[src/rtl/tank_pkg.sv]
// Shared constants and types for the two-tank bullet subsystem.
package tank_pkg;

  localparam int NUM_TANKS = 2;
  localparam int LIFE_W    = 9;
  localparam int CD_W      = 5;

  typedef logic [5:0] angle_t;
  // Wide enough to index the largest (8-slot) pool.
  typedef logic [2:0] slot_idx_t;

  typedef enum logic {
    SLOT_IDLE   = 1'b0,
    SLOT_FLYING = 1'b1
  } slot_state_t;

endpackage

[src/rtl/bullet_slot.sv]
// One bullet slot: IDLE/FLYING state, owning tank and remaining lifetime.
module bullet_slot
  import tank_pkg::*;
#(
  parameter int LIFETIME = 300
) (
  input  logic frame_clk,
  input  logic reset_n,
  input  logic alloc,
  input  logic owner_in,
  input  logic hit,
  output logic active,
  output logic owner
);

  slot_state_t       state_r, state_s;
  logic [LIFE_W-1:0] life_r, life_s;
  logic              owner_r, owner_s;

  // Next-state: allocation only lands on an idle slot; hit or expiry retires a flying one.
  always_comb begin
    state_s = state_r;
    life_s  = life_r;
    owner_s = owner_r;
    case (state_r)
      SLOT_IDLE: begin
        if (alloc) begin
          state_s = SLOT_FLYING;
          life_s  = LIFE_W'(LIFETIME - 1);
          owner_s = owner_in;
        end else begin
          state_s = SLOT_IDLE;
        end
      end
      SLOT_FLYING: begin
        if (hit || (life_r == {LIFE_W{1'b0}})) begin
          state_s = SLOT_IDLE;
        end else begin
          life_s = life_r - LIFE_W'(1);
        end
      end
      default: state_s = SLOT_IDLE;
    endcase
  end

  // Slot state registers.
  always_ff @(posedge frame_clk) begin
    if (!reset_n) begin
      state_r <= SLOT_IDLE;
      life_r  <= {LIFE_W{1'b0}};
      owner_r <= 1'b0;
    end else begin
      state_r <= state_s;
      life_r  <= life_s;
      owner_r <= owner_s;
    end
  end

  assign active = (state_r == SLOT_FLYING);
  assign owner  = owner_r;

endmodule

[src/rtl/bullet_arbiter.sv]
// Turns tank fire keys into bullet spawns: edge detect, pending, cap/cooldown, round-robin, slot pool.
module bullet_arbiter
  import tank_pkg::*;
#(
  parameter int NUM_SLOTS    = 4,
  parameter int MAX_PER_TANK = 2,
  parameter int COOLDOWN     = 15,
  parameter int LIFETIME     = 300
) (
  input  logic                         frame_clk,
  input  logic                         Reset,
  input  logic [1:0]                   fire_req,
  input  logic [5:0]                   angle0,
  input  logic [5:0]                   angle1,
  input  logic [NUM_SLOTS-1:0]         hit_clear,
  output logic                         spawn_valid,
  output logic [$clog2(NUM_SLOTS)-1:0] spawn_slot,
  output logic                         spawn_owner,
  output logic [5:0]                   spawn_angle,
  output logic [NUM_SLOTS-1:0]         slot_active,
  output logic [NUM_SLOTS-1:0]         slot_owner
);

  localparam int SW = $clog2(NUM_SLOTS);

  logic [NUM_TANKS-1:0]            fire_q_r, pending_r, rise_s, req_s, elig_s, pending_s;
  logic [NUM_TANKS-1:0][CD_W-1:0]  cd_r, cd_s;
  logic [NUM_TANKS-1:0][3:0]       cnt_s;
  logic                            rr_r, rr_s, grant_s, winner_s;
  logic [SW-1:0]                   first_free_s;
  logic [NUM_SLOTS-1:0]            alloc_s;
  angle_t                          angle_s;

  // Eligibility and arbitration all work from registered slot state, so a slot
  // retired this frame is only reusable next frame.
  always_comb begin
    rise_s       = fire_req & ~fire_q_r;
    req_s        = pending_r | rise_s;
    cnt_s        = '0;
    first_free_s = {SW{1'b0}};
    for (int s = NUM_SLOTS - 1; s >= 0; s--) begin
      if (slot_active[s]) begin
        cnt_s[slot_owner[s]] = cnt_s[slot_owner[s]] + 4'd1;
      end else begin
        first_free_s = SW'(s);
      end
    end
    for (int t = 0; t < NUM_TANKS; t++) begin
      elig_s[t] = req_s[t] && (cd_r[t] == {CD_W{1'b0}}) &&
                  (cnt_s[t] < 4'(MAX_PER_TANK)) && !(&slot_active);
    end
    grant_s = |elig_s;
    case (elig_s)
      2'b01:   winner_s = 1'b0;
      2'b10:   winner_s = 1'b1;
      2'b11:   winner_s = rr_r;
      default: winner_s = 1'b0;
    endcase
    if (elig_s == 2'b11) begin
      rr_s = ~rr_r;
    end else begin
      rr_s = rr_r;
    end
    pending_s = req_s;
    alloc_s   = {NUM_SLOTS{1'b0}};
    if (grant_s) begin
      pending_s[winner_s] = 1'b0;
      alloc_s[first_free_s] = 1'b1;
    end else begin
      pending_s = req_s;
    end
    for (int t = 0; t < NUM_TANKS; t++) begin
      if (grant_s && (winner_s == 1'(t))) begin
        cd_s[t] = CD_W'(COOLDOWN);
      end else if (cd_r[t] != {CD_W{1'b0}}) begin
        cd_s[t] = cd_r[t] - CD_W'(1);
      end else begin
        cd_s[t] = {CD_W{1'b0}};
      end
    end
    angle_s = winner_s ? angle1 : angle0;
  end

  // Arbiter state and registered spawn event.
  always_ff @(posedge frame_clk) begin
    if (!Reset) begin
      fire_q_r    <= 2'b11;
      pending_r   <= 2'b00;
      cd_r        <= '0;
      rr_r        <= 1'b0;
      spawn_valid <= 1'b0;
      spawn_slot  <= {SW{1'b0}};
      spawn_owner <= 1'b0;
      spawn_angle <= 6'd0;
    end else begin
      fire_q_r    <= fire_req;
      pending_r   <= pending_s;
      cd_r        <= cd_s;
      rr_r        <= rr_s;
      spawn_valid <= grant_s;
      if (grant_s) begin
        spawn_slot  <= first_free_s;
        spawn_owner <= winner_s;
        spawn_angle <= angle_s;
      end
    end
  end

  for (genvar g = 0; g < NUM_SLOTS; g++) begin : g_slot
    bullet_slot #(
      .LIFETIME(LIFETIME)
    ) u_slot (
      .frame_clk(frame_clk),
      .reset_n  (Reset),
      .alloc    (alloc_s[g]),
      .owner_in (winner_s),
      .hit      (hit_clear[g]),
      .active   (slot_active[g]),
      .owner    (slot_owner[g])
    );
  end

endmodule

[config.mk]
export PLATFORM = sky130hd
export DESIGN_NAME = bullet_arbiter
export DESIGN_NICKNAME = d
export VERILOG_FILES = /design/src/rtl/tank_pkg.sv /design/src/rtl/bullet_slot.sv /design/src/rtl/bullet_arbiter.sv
export SDC_FILE = /design/constraint.sdc
export NUM_CORES = 1
export LEC_CHECK = 0
export BUFFER_PORTS_ARGS = -buffer_cell sky130_fd_sc_hd__buf_2
export CAP_MARGIN = 20
export CORE_MARGIN = 2
export CORE_UTILIZATION = 53
export CTS_BUF_LIST = sky130_fd_sc_hd__clkbuf_2
export DETAILED_ROUTE_END_ITERATION = 16
export PLACE_DENSITY = 0.7
export RECOVER_POWER = 50
export SYNTH_ARGS = -nofsm -noshare
export SYNTH_HDL_FRONTEND = slang
export SYNTH_SLANG_ARGS = --single-unit
[constraint.sdc]
create_clock -name frame_clk -period 10.66 [get_ports frame_clk]
set_input_delay 0.533 -clock frame_clk [delete_from_list [all_inputs] [get_ports frame_clk]]
set_output_delay 0.533 -clock frame_clk [all_outputs]
set_load 0.005 [all_outputs]
==> summary.txt, run 1 <==
Yosys
  • Sequential-to-total area share from yosys stat: 39.60%
  • Mapped Area: 3488 µm²
  • Syn Area/Cell: 8.592 µm²
  • Synthesized flop and latch total: 69
  • Post-synthesis async set-or-reset flop share: 0%
  • YS warnings: 0
  • Top FF cell, synth: dfxtp_1
  • Post-Syn Instances: 406
  • Post-synth EDFFs: 0
  • Yosys cell types: 60
  • Post-synth net total: 434

Global route
  • GRT busiest layer: met2
  • Antenna violations before repair: 0
  • First-pass GRT wire length: 12.01 mm
  • GRT overflow: 0
  • Met1 Resource Use GR: 24.76%
  • Met2 usage: 35.30%
  • M3 GR Usage: 3.113%
  • Largest net degree at the start of global routing: 65
  • GRT Overall Usage: 20.36%
  • Vias in the first global route: 2727

Outcome
  • Failing checks: max-capacitance violations, max-slew violations
  • Status: complete, but fails checks

Setup path
  • Crit Path Class: register to register
  • CP arrival: 5.97 ns
  • Setup crit start: g_slot[2].u_slot.active$_SDFF_PN0_
  • Critical Path RT: 11.03 ns
  • CP Launch Type: register
  • R2R Path Start: g_slot[2].u_slot.active$_SDFF_PN0_
  • Critical Path End Type: register
  • Critical Path Fanout Max: 18

Timing
  • Worst clock skew: 0.01615 ns
  • Hold Vio Cnt, Final: 0
  • RSZ-0062 raised after global routing: no
  • Slew @ Worst Pin: 2.365 ns
  • Endpoints failing setup: 0
  • Period utilization: 52.58%
  • Rel. slew slack: -57.69%
  • Max Freq: 178.4 MHz
  • TNS Setup: 0 ns
  • Max-slew violation count: 108
  • Worst hold slack: 0.2423 ns
  • Minimum clock period: 5.605 ns

Finish
  • Final net count: 456
  • Area grow syn2layout: 4.125%
  • Diodes inserted: 0
  • Fillcell total: 625
  • Layout cells sized above 1: 11.37%

Placement
  • DP Wirelength: 4.897 mm
  • Placer's final routability congestion estimate: 0.8845
  • # port buffers: 37

Min path
  • Hold Crit Start: fire_req[1]
  • Hold crit path type: primary input to register

Clock network
  • Bufs on Longest Clock Path: 2
  • CTS H-tree depth: 3
  • # resized after CTS: 0
  • TritonCTS clock tree: done
  • # Post-CTS Setup Buffers: 0
  • Root buffer cell: clkbuf_2
  • Cts bufs inserted: 9
  • Clk_lat worst skew: 0.47 ns
  • Clock sink count: 69
  • CTS clk-pin slew, worst paths: 0.17 ns
  • Hold bufs inserted after CTS: 0

Die
  • Total I/O pin count: 38
  • Height of the die: 85.13 µm
  • Initial core utilization: 54.94%
  • Die area: 7247 µm²
  • Cell Rows: 29
  • Die Width: 85.13 µm
  • Core region area: 6350 µm²

Power and ir drop
  • Total power: 0.0006091 W
  • Maximum vdd drop: 0.1330 mV
  • Leak: 1.556 nW
  • PD cells: 167.7 nW/µm²

Drt
  • Routed wire length: 6.998 mm
  • Post-route DRC: 0
  • Total iterations of the first detailed-routing run: 4
  • Vias: 2775
  • Drt wl/cell: 13.78 µm
  • DRT iter0 DRCs: 99
  • Routed Antenna Nets: 0
  • Via/cell ratio: 5.463

Flow run
  • Max-cap violations: 3
==> per-layer routing <==
| layer | routed length, µm | up-vias |
|---|---|---|
| met1 | 3319 | 1269 |
| li1 | - | 1455 |
| met4 | 138 | 0 |
| met3 | 208 | 14 |
| met5 | 0 | - |
| met2 | 3331 | 37 |
==> metrics by stage <==
step | instance area, µm² | setup WS [ns] | cells | utilization, %
after CTS | 3691 | 6.245 | 508 | 58.13
after global placement | 3623 | 6.432 | 494 | 57.06
after global routing | 3632 | 4.619 | 508 | 57.20
after floorplan | 3488 | 7.042 | 406 | -
after detailed placement | 3623 | 6.280 | 494 | 57.06
final | 3632 | 5.055 | 508 | 57.20
==> synth_stat cells (5+ instances only) <==
| cell type | instances | area, µm² |
|---|---|---|
| a21oi_1 | 15 | 75.07 |
| xor2_1 | 8 | 70.07 |
| a311o_1 | 5 | 50.05 |
| nand4_1 | 5 | 31.28 |
| nor2_1 | 52 | 195.2 |
| buf_2 | 6 | 30.03 |
| o21ai_1 | 5 | 25.02 |
| inv_1 | 22 | 82.58 |
| nor3_1 | 9 | 45.04 |
| nor4_1 | 5 | 31.28 |
| dfxtp_1 | 69 | 1381 |
| buf_4 | 8 | 60.06 |
| o21ai_0 | 12 | 60.06 |
| o21a_1 | 15 | 112.6 |
| xnor2_1 | 21 | 183.9 |
| nand2b_1 | 12 | 75.07 |
| or4_1 | 6 | 45.04 |
| clkbuf_1 | 11 | 41.29 |
| nand3_1 | 6 | 30.03 |
| ha_1 | 8 | 100.1 |
| and3_1 | 14 | 87.58 |
| nand2_1 | 30 | 112.6 |
==> cell families (layout without fill, tap and decap cells) <==
kind of cell / after synthesis / in the layout / share of synthesized area (%)
adder cells (fa/ha/maj): 8 / 8 / 2.870
AND/OR/NAND/NOR: 164 / 164 / 25.22
buffers and inverters: 49 / 74 / 6.779
multiplexers: 4 / 4 / 1.148
XOR/XNOR: 29 / 29 / 7.281
AO/OA/AOI/OAI: 83 / 83 / 17.11
flip-flops: 69 / 69 / 39.60
==> power by group <==
| group | internal, W | total, W | leakage, nW | switching [W] |
|---|---|---|---|---|
| registers | 0.000290 | 0.000318 | 0.560 | 0.0000280 |
| logic | 0.0000821 | 0.000181 | 0.943 | 0.0000990 |
| clock network | 0.0000270 | 0.000110 | 0.0525 | 0.0000829 |
| total | 0.000399 | 0.000609 | 1.56 | 0.000210 |
==> placed cells by master (no fill, tap or decap), types with 3 or more instances in the layout <==
cell type,n
a21oi_1,17
ha_1,8
clkbuf_2,10
mux2i_1,4
nand3_1,6
o311a_1,3
a311o_1,5
and3_1,14
nor2_1,52
o21a_1,15
o21ai_1,4
inv_1,22
o31a_1,4
nand4_1,5
a31oi_1,3
nor3_1,9
nand2b_1,12
xor2_1,8
buf_2,31
xnor2_1,21
dfxtp_1,69
a21boi_0,5
o21ai_0,13
or4_1,6
nand2_1,30
clkbuf_1,7
nor4b_1,5
nor4_1,5
==> final timing paths <==
| kind | slack (ns) | to | cells after the start |
|---|---|---|---|
| hold reg to reg | 0.48 | spawn_slot[1]$_SDFFE_PN0N_ | 2 |
| hold / removal | 0.24 | fire_q_r[1]$_SDFF_PN1_ | 2 |
| setup reg to reg | 5.05 | spawn_angle[1]$_SDFFE_PN0N_ | 16 |
| setup / recovery | 5.05 | spawn_angle[1]$_SDFFE_PN0N_ | 16 |
==> registers in the layout, indices dropped and copies added (netlist names) <==
name	cells
cd_r	10
rr_r	1
pending_r	2
spawn_angle	6
spawn_slot	2
g_slot.u_slot.life_r	36
g_slot.u_slot.active	4
spawn_valid	1
spawn_owner	1
g_slot.u_slot.owner	4
fire_q_r	2
==> worst max-delay path: stages, from the launching register on <==
cell	delay (ns)
dfxtp_1	0.58
nand2b_1	0.12
xnor2_1	0.32
nor2_1	0.07
a21oi_1	0.13
ha_1	0.28
nand4_1	0.11
o31a_1	0.16
o21ai_0	0.12
ha_1	0.35
nor4b_1	0.39
o211ai_1	0.15
and4_2	0.25
a21oi_1	0.22
a21boi_0	1.49
nor2_2	0.32
a311o_1	0.46
==> final cells by class <==
type / count / area (µm²) / share of cell area, %
Multi-Input combinational cell: 288 / 1823 / 50.19
Sequential cell: 69 / 1381 / 38.03
Timing Repair Buffer: 38 / 181.4 / 4.995
Tap cell: 77 / 96.34 / 2.652
Inverter: 22 / 82.58 / 2.274
Clock buffer: 10 / 50.05 / 1.378
Clock inverter: 4 / 17.52 / 0.4823
(Power assumes the default switching activity.)
==> run 2, diff against run 1 <==
Settings changed: ABC_AREA from default to 1.
Clock period 10.66 ns to 5.4 ns, I/O delays scaled along.
==> run 2 against run 1 <==
Effect of this change:
- hold slack got worse by 0.20 ns
- utilization about the same
- routed wire length increased by 19%
- total power increased by 120%
- first-iteration DRC count increased by 63%
- sequential power increased by 97%
- largest power group unchanged
- critical endpoint is now g_slot[2].u_slot.life_r[2]$_SDFFE_PN0P_
- synthesized cell count increased by 38%
- the run now ends clean
==> summary.txt, run 2 <==
Clock network
  • # Post-CTS Setup Buffers: 0 (unchanged)
  • TritonCTS clock tree: done
  • # resized after CTS: 0 (unchanged)
  • CTS H-tree depth: 3 (unchanged)
  • Root buffer cell: clkbuf_2
  • Bufs on Longest Clock Path: 2 (unchanged)
  • Clock sink count: 69 (unchanged)
  • Cts bufs inserted: 9 (unchanged)
  • CTS clk-pin slew, worst paths: 0.21 ns (+0.04 ns)
  • Clk_lat worst skew: 0.52 ns (+0.05 ns)

Die
  • Height of the die: 90.92 µm (+6.8%)
  • Total I/O pin count: 38 (unchanged)
  • Cell Rows: 31 (+6.9%)
  • Die Width: 90.92 µm (+6.8%)
  • Initial core utilization: 54.91% (about the same)
  • Core region area: 7292 µm² (+15%)
  • Die area: 8266 µm² (+14%)

Global route
  • GRT Overall Usage: 21.21% (+0.85 points)
  • Antenna violations before repair: 0 (unchanged)
  • Met2 usage: 35.14% (-0.16 points)
  • GRT busiest layer: met2
  • First-pass GRT wire length: 14.49 mm (+21%)
  • GRT overflow: 0 (unchanged)
  • Met1 Resource Use GR: 27.13% (+2.4 points)
  • Vias in the first global route: 3260 (+20%)
  • M3 GR Usage: 5.175% (+2.1 points)
  • Largest net degree at the start of global routing: 30 (-54%)

Finish
  • Commonest cells after routing, fill and taps aside: nand2_1, dfxtp_1, nand3_1, nor2_1, inv_1
  • Largest regs: g_slot.u_slot.life_r: 36 flops, cd_r: 10 flops, spawn_angle: 6 flops
  • Reg with most FFs: g_slot.u_slot.life_r
  • Area of the multi-input gates: 2128 µm² (+17%)
  • Fillcell total: 740 (+18%)
  • Register area: 1381 µm² (unchanged)
  • Commonest non-fill, non-tap cell in the layout: nand2_1
  • Diodes inserted: 0 (unchanged)
  • Area grow syn2layout: 4.156% (about the same)
  • Layout cells sized above 1: 17.98% (+6.6 points)
  • Final net count: 618 (+36%)
  • Largest register FFs: 36 (unchanged)

Min path
  • Hold Path Depth: 5 (+3)
  • Hold Crit Start: angle0[0]
  • Hold crit path type: primary input to register

Yosys
  • Post-synthesis async set-or-reset flop share: 0% (unchanged)
  • Post-synth EDFFs: 0 (unchanged)
  • Leading area contributor after synthesis: dfxtp_1
  • Most used standard cell by instance count after synthesis: nand2_1
  • Sequential-to-total area share from yosys stat: 34.50% (-5.1 points)
  • Top cells by area, synth: dfxtp_1, nand2_1, nand3_1, nor2_1, a21oi_1
  • Post-synth net total: 588 (+35%)
  • Top cells by count, synth: nand2_1, dfxtp_1, nand3_1, nor2_1, inv_1
  • Synthesized flop and latch total: 69 (unchanged)
  • YS warnings: 0 (unchanged)
  • Top FF cell, synth: dfxtp_1
  • Post-Syn Instances: 560 (+38%)
  • Mapped Area: 4004 µm² (+15%)
  • Syn Area/Cell: 7.150 µm² (-17%)
  • Synth top area share: 34.50% (-5.1 points)
  • Yosys cell types: 39 (-35%)

Setup path
  • CP Launch Type: register
  • Critical Path RT: 5.83 ns (-5.20 ns)
  • Delay-heaviest family, CP: simple AND/OR/NAND/NOR gates
  • Critical Path End Type: register
  • R2R Path Start: g_slot[2].u_slot.active$_SDFF_PN0_
  • Crit Path Class: register to register
  • CP arrival: 4.34 ns (-1.63 ns)
  • Max stage delay on crit path: 0.66 ns (-0.83 ns)
  • Bufs and invs on worst path: 2 (+2)
  • Worst path cell trace: nand2_1 > nand2_1 > nand2_1 > o21ai_0 > ha_1 > nand2_1 > nand3_1 > nand2_1 > inv_1 > ha_1 > inv_1 > o21ai_0 > nor3_1 > o21a_1 > nand2_4 > nand2_1 > nand2_1 > nand2_8 > nand2_1 > a21oi_2
  • Most used cell, CP: nand2_1
  • Stages on worst setup path: 20 (+4)
  • FF-to-FF path depth: 20 (+4)
  • Setup crit start: g_slot[2].u_slot.active$_SDFF_PN0_
  • Cell with the largest stage delay on the worst path: dfxtp_1
  • Critical Path Fanout Max: 11 (-7)

Power and ir drop
  • Leak: 1.954 nW (+26%)
  • PD cells: 327.5 nW/µm² (+95%)
  • Clk pwr share: 18.0% (about the same)
  • Maximum vdd drop: 0.2618 mV (+97%)
  • P_int: 0.0008304 W (+110%)
  • Switching pwr: 0.0005351 W (+150%)
  • Sequential power share: 45.9% (-6.3 points)
  • Switching power share of the total: 39.19% (+4.7 points)
  • Gate power share: 36.2% (+6.5 points)

Timing
  • Period utilization: 72.37% (+20 points)
  • Worst hold slack: 0.04563 ns (-0.1967 ns)
  • Worst clock skew: 0.03337 ns (+0.01722 ns)
  • Max Freq: 255.9 MHz (+43%)
  • Max-slew violation count: 0 (-100%)
  • RSZ-0062 raised after global routing: no
  • Hold Vio Cnt, Final: 0 (unchanged)
  • Slew @ Worst Pin: 0.8641 ns (-1.501 ns)
  • Rel. slew slack: 42.04% (+100 points)
  • TNS Setup: 0 ns (unchanged)
  • Minimum clock period: 3.908 ns (-1.697 ns)
  • Endpoints failing setup: 0 (unchanged)

Drt
  • Vias: 3498 (+26%)
  • Drt wl/cell: 12.01 µm (-13%)
  • Routed Antenna Nets: 0 (unchanged)
  • Total iterations of the first detailed-routing run: 4 (unchanged)
  • Post-route DRC: 0 (unchanged)
  • DRT iter0 DRCs: 161 (+63%)
  • Routed wire length: 8.334 mm (+19%)
  • Via/cell ratio: 5.040 (-7.7%)

Placement
  • Placer's final routability congestion estimate: 0.9033 (+2.1%)
  • DP Wirelength: 5.961 mm (+22%)
  • # port buffers: 37 (unchanged)

Flow run
  • Max-cap violations: 0 (-3)

Outcome
  • Status: finished, final reports clean
## run 2: cell types whose count changed in the layout (fill, tap and decap cells not counted), sizes merged, moves of 6 or more
cell | previous run | this run
o21ai | 17 | 10
or2 | 3 | 14
nand2b | 12 | 0
or4 | 6 | 0
o21a | 15 | 1
xnor2 | 21 | 7
a21oi | 17 | 51
nand2 | 30 | 136
nor2 | 53 | 74
and3 | 14 | 0
nand3 | 6 | 69
a21boi | 6 | 0
inv | 22 | 60
## run 2: repair_timing
| item | 4_1_cts | 5_1_grt |
|---|---|---|
| setup endpoints to repair | 0 | 0 |
| hold endpoints to repair | 3 | 0 |
| hold buffers | 3 | 0 |
## run 2: cell type report
type,count,share of cell area (%)
Clock buffer,9,1.080
Tap cell,99,2.970
Clock inverter,7,1.020
Sequential cell,69,33.12
Multi-Input combinational cell,408,51.04
Inverter,61,5.731
Timing Repair Buffer,41,5.041
## run 2: through the flow
stage / setup WS, ns / total power [W] / cell area, µm² / util [%] / cells
floorplan: 2.504 / 0.001079 / 4004 / - / 560
global placement: 2.015 / 0.001139 / 4133 / 56.67 / 675
detailed placement: 1.867 / 0.001159 / 4133 / 56.67 / 675
CTS: 1.839 / 0.001410 / 4250 / 58.29 / 694
global route: 1.045 / 0.001485 / 4170 / 57.19 / 694
finish: 1.492 / 0.001366 / 4170 / 57.19 / 694
## run 2: final timing paths
| path | end | slack (ns) |
|---|---|---|
| setup / recovery | g_slot[2].u_slot.life_r[2]$_SDFFE_PN0P_ | 1.49 |
| hold / removal | spawn_angle[0]$_SDFFE_PN0N_ | 0.05 |
| setup reg to reg | g_slot[2].u_slot.life_r[2]$_SDFFE_PN0P_ | 1.49 |
| hold reg to reg | cd_r[4]$_SDFF_PP0_ | 0.46 |
## run 2: power by group through the flow
stage	combinational, W	sequential [W]	clock (W)
final	0.000494	0.000626	0.000245
after floorplan	0.000457	0.000622	0
after CTS	0.000526	0.000626	0.000258
after global placement	0.000504	0.000635	0
after global routing	0.000567	0.000638	0.000281
after detailed placement	0.000522	0.000637	0
## run 2: routing by layer
metal | vias up | share of wire [%] | wire [µm]
met5 | - | 0 | 0
met4 | 0 | 1.5 | 123
met3 | 10 | 3.2 | 266
met2 | 65 | 47 | 3899
met1 | 1577 | 49 | 4044
li1 | 1846 | - | -
## run 2: worst register-to-register path: cells and delay by family (launching register included)
kind / cells / cell delay (ns)
simple gates: 12 / 1.98
flops: 1 / 0.66
compound gates: 4 / 0.54
fa+ha+maj: 2 / 0.54
buf+inv: 2 / 0.13
## run 2: cell families after synthesis
group | count (synthesis) | share of synthesized area, %
adders and majority gates | 8 | 2.500
xor gates and xnor gates | 19 | 4.156
AOI/OAI and AO/OA | 70 | 10.06
and+or+nand+nor | 311 | 38.12
DFF | 69 | 34.50
buffers and inverters | 83 | 10.66
==> run 3, diff against run 2 <==
Clock period 5.4 ns to 3.75 ns, I/O delays scaled along.
==> run 3 against run 2 <==
Effect of this change:
- final cell count grew 2.0%
- flip-flop and latch count is the same
- design area grew 6.5%
- clock skew shrank 0.0046 ns
- critical path depth grew 1
- largest cell class unchanged
==> summary.txt, run 3 (same netlist as run 2, synthesis figures left out) <==
Setup path
  • Critical Path End Type: register
  • Worst path cell trace: inv_4 > nor2_2 > nand2_1 > o21ai_0 > ha_1 > nand2_1 > nand3_1 > nand2_1 > inv_1 > ha_1 > inv_1 > o21ai_0 > nor3_1 > o21a_1 > nand2_4 > nand2_4 > nand2_2 > nand2_2 > nor2_2 > nand2_1 > nand2_1
  • Max stage delay on crit path: 0.48 ns (-0.18 ns)
  • Crit Path Class: register to register
  • Setup crit start: g_slot[3].u_slot.active$_SDFF_PN0_
  • Critical Path RT: 4.14 ns (-1.69 ns)
  • Cell with the largest stage delay on the worst path: dfxtp_2
  • R2R Path Start: g_slot[3].u_slot.active$_SDFF_PN0_
  • CP Launch Type: register
  • Critical Path Fanout Max: 11 (unchanged)
  • FF-to-FF path depth: 21 (+5.0%)
  • Most used cell, CP: nand2_1
  • Critical R2R Capture: g_slot[3].u_slot.life_r[1]$_SDFFE_PN0P_
  • Bufs and invs on worst path: 3 (+1)
  • Delay-heaviest family, CP: simple AND/OR/NAND/NOR gates
  • CP arrival: 3.72 ns (-0.62 ns)
  • Worst reg-to-reg setup slack: 0.42 ns (-1.07 ns)
  • Stages on worst setup path: 21 (+5.0%)

Clock network
  • Bufs on Longest Clock Path: 2 (unchanged)
  • CTS H-tree depth: 3 (unchanged)
  • TritonCTS clock tree: done
  • Root buffer cell: clkbuf_2
  • Clk_lat worst skew: 0.49 ns (-0.03 ns)
  • Cts bufs inserted: 9 (unchanged)
  • Clock sink count: 69 (unchanged)
  • CTS clk-pin slew, worst paths: 0.20 ns (about the same)
  • # Post-CTS Setup Buffers: 0 (unchanged)

Finish
  • Commonest non-fill, non-tap cell in the layout: nand2_1
  • Layout cells sized above 1: 18.72% (+0.74 points)
  • Diodes inserted: 0 (unchanged)
  • Largest register FFs: 36 (unchanged)
  • Area grow syn2layout: 10.91%
  • Final Non-Filler Cells: 708 (+2.0%)
  • Largest regs: g_slot.u_slot.life_r: 36 flops, cd_r: 10 flops, spawn_angle: 6 flops
  • Final net count: 632 (+2.3%)
  • Commonest cells after routing, fill and taps aside: nand2_1, dfxtp_1, nand3_1, nor2_1, inv_1
  • Reg with most FFs: g_slot.u_slot.life_r

Power and ir drop
  • Switching power share of the total: 35.78% (-3.4 points)
  • Maximum vdd drop: 0.3491 mV (+33%)
  • Switching pwr: 0.0007885 W (+47%)
  • Leak: 2.050 nW (+4.9%)
  • Sequential power share: 40.9% (-5.0 points)
  • P_int: 0.001415 W (+70%)
  • Gate power share: 34.3% (-1.9 points)
  • PD cells: 496.3 nW/µm² (+52%)
  • Total power: 0.002204 W (+61%)
  • Clk pwr share: 24.8% (+6.8 points)

Die
  • Initial core utilization: 54.91% (unchanged)
  • Total I/O pin count: 38 (unchanged)
  • Die Width: 90.92 µm (unchanged)
  • Cell Rows: 31 (unchanged)
  • Core region area: 7292 µm² (unchanged)
  • Height of the die: 90.92 µm (unchanged)
  • Die area: 8266 µm² (unchanged)

Drt
  • DRT iter0 DRCs: 231 (+43%)
  • Via/cell ratio: 5.027 (-0.27%)
  • Routed Antenna Nets: 0 (unchanged)
  • Drt wl/cell: 12.06 µm (+0.45%)
  • Routed wire length: 8.540 mm (+2.5%)
  • Post-route DRC: 0 (unchanged)
  • Vias: 3559 (+1.7%)
  • Total iterations of the first detailed-routing run: 4 (unchanged)

Placement
  • Post-Place Cells: 676 (+0.15%)
  • Pre-CTS setup slack: 0.2564 ns (-1.610 ns)
  • DP Wirelength: 5.996 mm (+0.57%)
  • # port buffers: 37 (unchanged)
  • Placer's final routability congestion estimate: 0.9042 (about the same)

Global route
  • Largest net degree at the start of global routing: 29 (-3.3%)
  • GRT Overall Usage: 20.97% (-0.23 points)
  • First-pass GRT wire length: 14.28 mm (-1.4%)
  • GRT overflow: 0 (unchanged)
  • Vias in the first global route: 3218 (-1.3%)
  • Antenna violations before repair: 0 (unchanged)

Min path
  • Hold Path Depth: 5 (unchanged)
  • Hold endpoint: g_slot[3].u_slot.life_r[2]$_SDFFE_PN0P_
  • Hold crit path type: primary input to register
  • Hold Crit Start: hit_clear[3]

Timing
  • Period utilization: 88.85% (+16 points)
  • RSZ-0062 raised after global routing: no
  • TNS Setup: 0 ns (unchanged)
  • Endpoints failing setup: 0 (unchanged)
  • Final worst-path setup slack: 0.4183 ns (-1.074 ns)
  • Max Freq: 300.1 MHz (+17%)
  • Minimum clock period: 3.332 ns (-0.5761 ns)
  • Hold Vio Cnt, Final: 0 (unchanged)
  • Worst clock skew: 0.02880 ns (-0.004567 ns)
  • Max-slew violation count: 0 (unchanged)
  • Worst hold slack: 0.05030 ns (+0.004671 ns)
  • Rel. slew slack: 67.20% (+25 points)
  • Slew @ Worst Pin: 0.4906 ns (-0.3735 ns)

Outcome
  • Status: finished, final reports clean

Flow run
  • Max-cap violations: 0 (unchanged)
## run 3: cell types whose count changed in the layout (fill, tap and decap cells not counted), moves of 2 or more
cell	before	now
nand2_2	18	20
nand2_8	1	4
nand2_1	113	108
dlygate4sd3_1	3	16
dfxtp_1	69	67
bufinv_16	0	3
clkinv_2	3	0
## run 3: how the worst max path moves through the flow
stage | endpoint
floorplan | g_slot[0].u_slot.owner$_SDFFE_PN0P_
global placement | g_slot[3].u_slot.life_r[2]$_SDFFE_PN0P_
detailed placement | g_slot[3].u_slot.life_r[0]$_SDFFE_PN0P_
CTS | g_slot[3].u_slot.life_r[1]$_SDFFE_PN0P_
global route | g_slot[3].u_slot.life_r[1]$_SDFFE_PN0P_
finish | g_slot[3].u_slot.life_r[1]$_SDFFE_PN0P_
## run 3: power groups by stage
| stage | registers, W | clock network, W | logic [W] |
|---|---|---|---|
| final | 0.000901 | 0.000547 | 0.000755 |
| after global routing | 0.000920 | 0.000596 | 0.000858 |
| after CTS | 0.000902 | 0.000563 | 0.000765 |
| after detailed placement | 0.000918 | 0 | 0.000751 |
| after global placement | 0.000913 | 0 | 0.000726 |
| after floorplan | 0.000895 | 0 | 0.000658 |
## run 3: final cells by class
type / count / area (µm²)
fillers: 709 / 2851
well taps: 99 / 123.9
inverters: 61 / 239.0
flip-flops and latches: 69 / 1386
multi-input cells: 408 / 2186
repair buffers: 55 / 346.6
clock buffers: 9 / 45.04
clock inverters: 7 / 113.9
## run 3: layer usage
layer | vias up | wire length [µm] | track usage (%)
met2 | 48 | 4020 | 34.58
met4 | 0 | 187 | 8.207
met1 | 1616 | 4079 | 27.16
met5 | - | 0 | 0
li1 | 1878 | - | -
met3 | 17 | 252 | 3.923
## run 3: per-stage QoR
step	utilization [%]	instance area (µm²)
final	60.90	4441
after global routing	60.90	4441
after CTS	61.02	4449
after detailed placement	56.78	4140
after global placement	56.78	4140
after floorplan	-	4004
## run 3: worst min-delay path: stages
cell     delay, ns
buf_2         0.07
or2_2         0.10
nor2_1        0.06
nand3_1       0.06
nand2_1       0.04
## run 3: timing repair
| item | in CTS | in global routing |
|---|---|---|
| endpoints found under the hold margin | 10 | 1 |
| setup endpoints to repair | 0 | 33 |
| hold buffers | 15 | 1 |
| gates resized for setup | 0 | 3 |
